File: src/rtl/aes_pkg.sv
// Shared types, constants and byte-substitution helpers for the AES-128 cipher controller.
package aes_pkg;

  localparam int unsigned N      = 128;
  localparam int unsigned R      = 10;
  localparam int unsigned RoundW = $clog2(R + 1);

  typedef enum logic [1:0] {StIdle, StRound, StDone} state_e;

  localparam logic [7:0] SBOX [256] = '{
    8'h63, 8'h7c, 8'h77, 8'h7b, 8'hf2, 8'h6b, 8'h6f, 8'hc5, 8'h30, 8'h01, 8'h67, 8'h2b, 8'hfe, 8'hd7, 8'hab, 8'h76,
    8'hca, 8'h82, 8'hc9, 8'h7d, 8'hfa, 8'h59, 8'h47, 8'hf0, 8'had, 8'hd4, 8'ha2, 8'haf, 8'h9c, 8'ha4, 8'h72, 8'hc0,
    8'hb7, 8'hfd, 8'h93, 8'h26, 8'h36, 8'h3f, 8'hf7, 8'hcc, 8'h34, 8'ha5, 8'he5, 8'hf1, 8'h71, 8'hd8, 8'h31, 8'h15,
    8'h04, 8'hc7, 8'h23, 8'hc3, 8'h18, 8'h96, 8'h05, 8'h9a, 8'h07, 8'h12, 8'h80, 8'he2, 8'heb, 8'h27, 8'hb2, 8'h75,
    8'h09, 8'h83, 8'h2c, 8'h1a, 8'h1b, 8'h6e, 8'h5a, 8'ha0, 8'h52, 8'h3b, 8'hd6, 8'hb3, 8'h29, 8'he3, 8'h2f, 8'h84,
    8'h53, 8'hd1, 8'h00, 8'hed, 8'h20, 8'hfc, 8'hb1, 8'h5b, 8'h6a, 8'hcb, 8'hbe, 8'h39, 8'h4a, 8'h4c, 8'h58, 8'hcf,
    8'hd0, 8'hef, 8'haa, 8'hfb, 8'h43, 8'h4d, 8'h33, 8'h85, 8'h45, 8'hf9, 8'h02, 8'h7f, 8'h50, 8'h3c, 8'h9f, 8'ha8,
    8'h51, 8'ha3, 8'h40, 8'h8f, 8'h92, 8'h9d, 8'h38, 8'hf5, 8'hbc, 8'hb6, 8'hda, 8'h21, 8'h10, 8'hff, 8'hf3, 8'hd2,
    8'hcd, 8'h0c, 8'h13, 8'hec, 8'h5f, 8'h97, 8'h44, 8'h17, 8'hc4, 8'ha7, 8'h7e, 8'h3d, 8'h64, 8'h5d, 8'h19, 8'h73,
    8'h60, 8'h81, 8'h4f, 8'hdc, 8'h22, 8'h2a, 8'h90, 8'h88, 8'h46, 8'hee, 8'hb8, 8'h14, 8'hde, 8'h5e, 8'h0b, 8'hdb,
    8'he0, 8'h32, 8'h3a, 8'h0a, 8'h49, 8'h06, 8'h24, 8'h5c, 8'hc2, 8'hd3, 8'hac, 8'h62, 8'h91, 8'h95, 8'he4, 8'h79,
    8'he7, 8'hc8, 8'h37, 8'h6d, 8'h8d, 8'hd5, 8'h4e, 8'ha9, 8'h6c, 8'h56, 8'hf4, 8'hea, 8'h65, 8'h7a, 8'hae, 8'h08,
    8'hba, 8'h78, 8'h25, 8'h2e, 8'h1c, 8'ha6, 8'hb4, 8'hc6, 8'he8, 8'hdd, 8'h74, 8'h1f, 8'h4b, 8'hbd, 8'h8b, 8'h8a,
    8'h70, 8'h3e, 8'hb5, 8'h66, 8'h48, 8'h03, 8'hf6, 8'h0e, 8'h61, 8'h35, 8'h57, 8'hb9, 8'h86, 8'hc1, 8'h1d, 8'h9e,
    8'he1, 8'hf8, 8'h98, 8'h11, 8'h69, 8'hd9, 8'h8e, 8'h94, 8'h9b, 8'h1e, 8'h87, 8'he9, 8'hce, 8'h55, 8'h28, 8'hdf,
    8'h8c, 8'ha1, 8'h89, 8'h0d, 8'hbf, 8'he6, 8'h42, 8'h68, 8'h41, 8'h99, 8'h2d, 8'h0f, 8'hb0, 8'h54, 8'hbb, 8'h16
  };

  localparam logic [7:0] RCON [1:10] = '{
    8'h01, 8'h02, 8'h04, 8'h08, 8'h10, 8'h20, 8'h40, 8'h80, 8'h1b, 8'h36
  };

  function automatic logic [31:0] rot_word(input logic [31:0] w);
    return {w[23:0], w[31:24]};
  endfunction

  function automatic logic [31:0] sub_word(input logic [31:0] w);
    return {SBOX[w[31:24]], SBOX[w[23:16]], SBOX[w[15:8]], SBOX[w[7:0]]};
  endfunction

endpackage

File: src/rtl/aes_key_step.sv
// One AES-128 key-expansion step: derives the next round key from the current one.
module aes_key_step
  import aes_pkg::*;
(
  input  logic [127:0] key_in,
  input  logic [7:0]   rcon,
  output logic [127:0] key_out
);

  logic [31:0] w0, w1, w2, w3, w4, w5, w6, w7;

  always_comb begin
    w0      = key_in[127:96];
    w1      = key_in[95:64];
    w2      = key_in[63:32];
    w3      = key_in[31:0];
    w4      = w0 ^ sub_word(rot_word(w3)) ^ {rcon, 24'h000000};
    w5      = w1 ^ w4;
    w6      = w2 ^ w5;
    w7      = w3 ^ w6;
    key_out = {w4, w5, w6, w7};
  end

endmodule

File: src/rtl/aes_cipher_ctrl.sv
// Sequencing controller for an iterative AES-128 round datapath: accepts a block,
// steps rounds 0..R with on-the-fly round keys, then holds the result until taken.
module aes_cipher_ctrl
  import aes_pkg::*;
(
  input  logic              clk,
  input  logic              rst,
  input  logic              in_valid,
  output logic              in_ready,
  input  logic [N-1:0]      plain_text,
  input  logic [N-1:0]      cipher_key,
  output logic              out_valid,
  input  logic              out_ready,
  output logic [N-1:0]      cipher_text,
  output logic              busy,
  output logic              dp_en,
  output logic              dp_first,
  output logic              dp_last,
  output logic [RoundW-1:0] dp_roundnum,
  output logic [N-1:0]      dp_state_in,
  output logic [N-1:0]      dp_round_key,
  input  logic [N-1:0]      dp_state_out
);

  localparam logic [RoundW-1:0] LastRound = RoundW'(R);

  state_e            state_q, state_d;
  logic [RoundW-1:0] round_q, round_d;
  logic [N-1:0]      key_q, key_d;
  logic [N-1:0]      text_q, text_d;
  logic [N-1:0]      key_next;
  logic [7:0]        rcon;

  // The step taken in the last round is never used, so feed it a zero rcon.
  always_comb begin
    rcon = 8'h00;
    if (round_q < LastRound) begin
      rcon = RCON[round_q + 1'b1];
    end
  end

  aes_key_step u_key_step (
    .key_in  (key_q),
    .rcon    (rcon),
    .key_out (key_next)
  );

  always_comb begin
    state_d = state_q;
    round_d = round_q;
    key_d   = key_q;
    text_d  = text_q;
    unique case (state_q)
      StIdle: begin
        if (in_valid) begin
          text_d  = plain_text;
          key_d   = cipher_key;
          round_d = '0;
          state_d = StRound;
        end
      end
      StRound: begin
        key_d = key_next;
        if (round_q == LastRound) begin
          state_d = StDone;
        end else begin
          round_d = round_q + 1'b1;
        end
      end
      StDone: begin
        if (out_ready) begin
          state_d = StIdle;
        end
      end
      default: state_d = StIdle;
    endcase
  end

  always_ff @(posedge clk) begin
    if (rst) begin
      state_q <= StIdle;
      round_q <= '0;
      key_q   <= '0;
      text_q  <= '0;
    end else begin
      state_q <= state_d;
      round_q <= round_d;
      key_q   <= key_d;
      text_q  <= text_d;
    end
  end

  // Data outputs are forced to zero whenever their qualifier is low.
  always_comb begin
    in_ready     = (state_q == StIdle);
    busy         = (state_q != StIdle);
    dp_en        = (state_q == StRound);
    out_valid    = (state_q == StDone);
    dp_first     = dp_en && (round_q == '0);
    dp_last      = dp_en && (round_q == LastRound);
    dp_roundnum  = dp_en ? round_q : '0;
    dp_state_in  = dp_en ? text_q : '0;
    dp_round_key = dp_en ? key_q : '0;
    cipher_text  = out_valid ? dp_state_out : '0;
  end

endmodule

File: config.mk
export PLATFORM = sky130hd
export DESIGN_NAME = aes_cipher_ctrl
export DESIGN_NICKNAME = d
export VERILOG_FILES = /design/src/rtl/aes_pkg.sv /design/src/rtl/aes_key_step.sv /design/src/rtl/aes_cipher_ctrl.sv
export SDC_FILE = /design/constraint.sdc
export NUM_CORES = 2
export LEC_CHECK = 0
export CAP_MARGIN = 15
export CORE_AREA = 3 3 308 310
export DETAILED_ROUTE_END_ITERATION = 7
export DIE_AREA = 0 0 311 313
export SLEW_MARGIN = 40
export SYNTH_ARGS = -nofsm -noshare
export SYNTH_HDL_FRONTEND = slang
export SYNTH_HIERARCHICAL = 1
export SYNTH_SLANG_ARGS = --single-unit
File: constraint.sdc
create_clock -name clk -period 7 [get_ports clk]
set_clock_uncertainty 0.15 [all_clocks]
set_input_delay 1.75 -clock clk [delete_from_list [all_inputs] [get_ports clk]]
set_output_delay 1.75 -clock clk [all_outputs]
set_load 0.005 [all_outputs]
==> metrics <==
GP Congestion=1.15; post-synthesis instance total=4090; pre-CTS WS=1.87 ns; commonest cells in the netlist=666 x nand2_1, 417 x and2_1, 275 x nor2_1; period utilization=0.757; Mapped Area=29700 um2; RSZ-0062 raised after global routing=false; CP Class=flip-flop to output pin; VDD IR max=156 uV; layout cells sized above 1=0.0786; synthesized area per cell=7.25 um2; Core Util, Final=0.423; CORE AREA=91900 um2; HPWL after detailed placement=138 mm; final setup fails=0; setup_tns=0 ns; worst-margin pin slew=0.906 ns; Setup WS post-layout=1.70 ns; Rel. slew slack=0.392; initial drt markers=5807; Seq/Total Area, Yosys=0.177; pin count of the biggest net entering global routing=177; CP arrival=3.40 ns; CTS Sinks=262; io pins=782; TritonCTS clock tree=done; cts hold-fix bufs=0; Worst Setup Start Kind=flip-flop; WL per Instance=31.4 um; die area=97300 um2; CTS Root Cell=clkbuf_16; CP Capture Type=output pin; Vias=35251; #FFs+latches synth=262; drt pass-1 iters=8; leakage power=0.0141 uW; first-pass GRT wire length=254 mm; GRT overflow=0; Die Y=313 um; number of synthesized flops with an enable pin=0; Die W=311 um; initial core utilization=0.323; yosys warns=6; vias in the first global route=32270; max cap viols=0; CTS-repair resized insts=0; PD cells=230 nW/um2; Hold Vio Cnt, Final=0; Routed Antenna Nets=0; Crit Path Max Fanout=176; count of different cell masters after synthesis=107; I/O Buffers=781; Slew Limit Fails=0; most frequent cell after synthesis=nand2_1; Syn-to-layout area delta=31.0%; H-tree lvl count=2; worst skew pair latency=0.59 ns; Post-CTS Setup Bufs=0; Max Clk Rate=189 MHz; Post-Route WL=183 mm; leading area contributor after synthesis=dfxtp_1; HP Class=flip-flop to flip-flop; Num CTS Buffers=37; clk slew on worst S/H paths=0.06 ns; status=complete, no violations; main area contributors after synthesis=dfxtp_1 18%, and2_1 8.8%, nand2_1 8.4%, a21oi_1 4.5%, a311oi_2 3.7%; gr usage total=0.354; Required @ worst endpoint=5.10 ns; Clock Tree Buf Depth=3; Yosys top cell area share=0.177; Via-to-Cell Ratio=6.06; antenna violations before repair=25; Tmin final=5.30 ns; worst hold margin=0.300 ns; syn nets=4544; Core Rows=111; ys flop type=dfxtp_1; fill count=9567; Post-synth ARST share=0; # DRC=0; Nets=4991
[layer usage]
metal / wire length (um) / vias up / GRT usage
li1: - / 15498 / -
met4: 7800 / 12 / 0.117
met1: 74700 / 16923 / 0.472
met2: 76100 / 2447 / 0.520
met3: 24100 / 371 / 0.141
met5: 75 / - / 0
[report_power, final]
part	internal (uW)	switching [uW]	total, uW	leakage [uW]
Sequential	1640	276	1920	0.00217
Clock	1110	824	1940	0.000589
Combinational	2020	3060	5090	0.0113
[sequential cells by signal, indices dropped and copies added, names as in the netlist]
register	flops
state_q	2
text_q	128
round_q	4
key_q	128
[through the flow]
step           instance area [um2]  cells  power (uW)
2_1_floorplan                29700   4090        5180
4_1_cts                      38800   5806        8810
3_5_place_dp                 37600   5739        6830
3_3_place_gp                 37600   5738        6850
5_1_grt                      38800   5809        9320
6_report                     38900   5815        8940
[final timing paths]
path | slack [ns] | endpoint | from | cells past startpoint
min | 0.30 | text_q[42] | text_q[42] | 2
max reg2reg | 2.21 | key_q[12] | key_q[0] | 11
min reg2reg | 0.30 | text_q[42] | text_q[42] | 2
max | 1.70 | dp_state_in[96] | state_q[0] | 5
[cell usage in the layout (no fill, tap or decap), types with 22 or more instances in the layout]
| cell type | synthesis | final |
|---|---|---|
| clkdlybuf4s50_1 | 0 | 780 |
| nand2_1 | 666 | 666 |
| and2_1 | 417 | 417 |
| nor2_1 | 275 | 275 |
| a21oi_1 | 264 | 264 |
| dfxtp_1 | 262 | 249 |
| o21ai_0 | 143 | 143 |
| xnor2_1 | 124 | 124 |
| a311oi_1 | 101 | 101 |
| nand2b_1 | 100 | 99 |
| nand3_1 | 84 | 84 |
| nor2b_1 | 78 | 74 |
| a311oi_2 | 73 | 73 |
| ha_1 | 66 | 66 |
| nor3_1 | 65 | 65 |
| xor2_1 | 64 | 64 |
| buf_4 | 32 | 60 |
| a31oi_1 | 54 | 54 |
| inv_1 | 55 | 52 |
| a211oi_1 | 50 | 50 |
| o211ai_1 | 49 | 49 |
| mux4_2 | 46 | 46 |
| o311ai_0 | 41 | 41 |
| clkbuf_16 | 0 | 38 |
| mux2i_1 | 30 | 30 |
| a221oi_1 | 30 | 30 |
| o221ai_1 | 25 | 25 |
| o31ai_1 | 23 | 23 |
| or2_2 | 22 | 22 |
| nor3b_1 | 23 | 22 |
| or3_1 | 22 | 22 |
[worst max-delay path, cell delays in order (launching register included)]
cell and delay, ns:
dfxtp_1 0.56, nand2b_4 0.31, clkinv_8 0.58, buf_4 0.50, and2_1 0.19, clkdlybuf4s50_1 0.61
[cell type report]
cell class / count / area (um2) / share of cell area
flip-flops and latches: 262 / 5270 / 0.136
multi-input cells: 3316 / 22000 / 0.567
well taps: 1243 / 1560 / 0.0400
clock inverters: 19 / 183 / 0.00470
inverters: 67 / 264 / 0.00679
repair buffers: 853 / 8520 / 0.219
diodes: 7 / 17.5 / 0.000451
clock buffers: 48 / 1020 / 0.0262
[cells by family after synthesis]
family	count (synthesis)	synth area share
AOI/OAI and AO/OA	1116	0.285
xor gates and xnor gates	213	0.0731
adders and majority gates	66	0.0278
buffers and inverters	512	0.0819
DFF	262	0.177
muxes	91	0.0509
and+or+nand+nor	1830	0.304
Note: power is estimated with default switching activity, not from simulation.
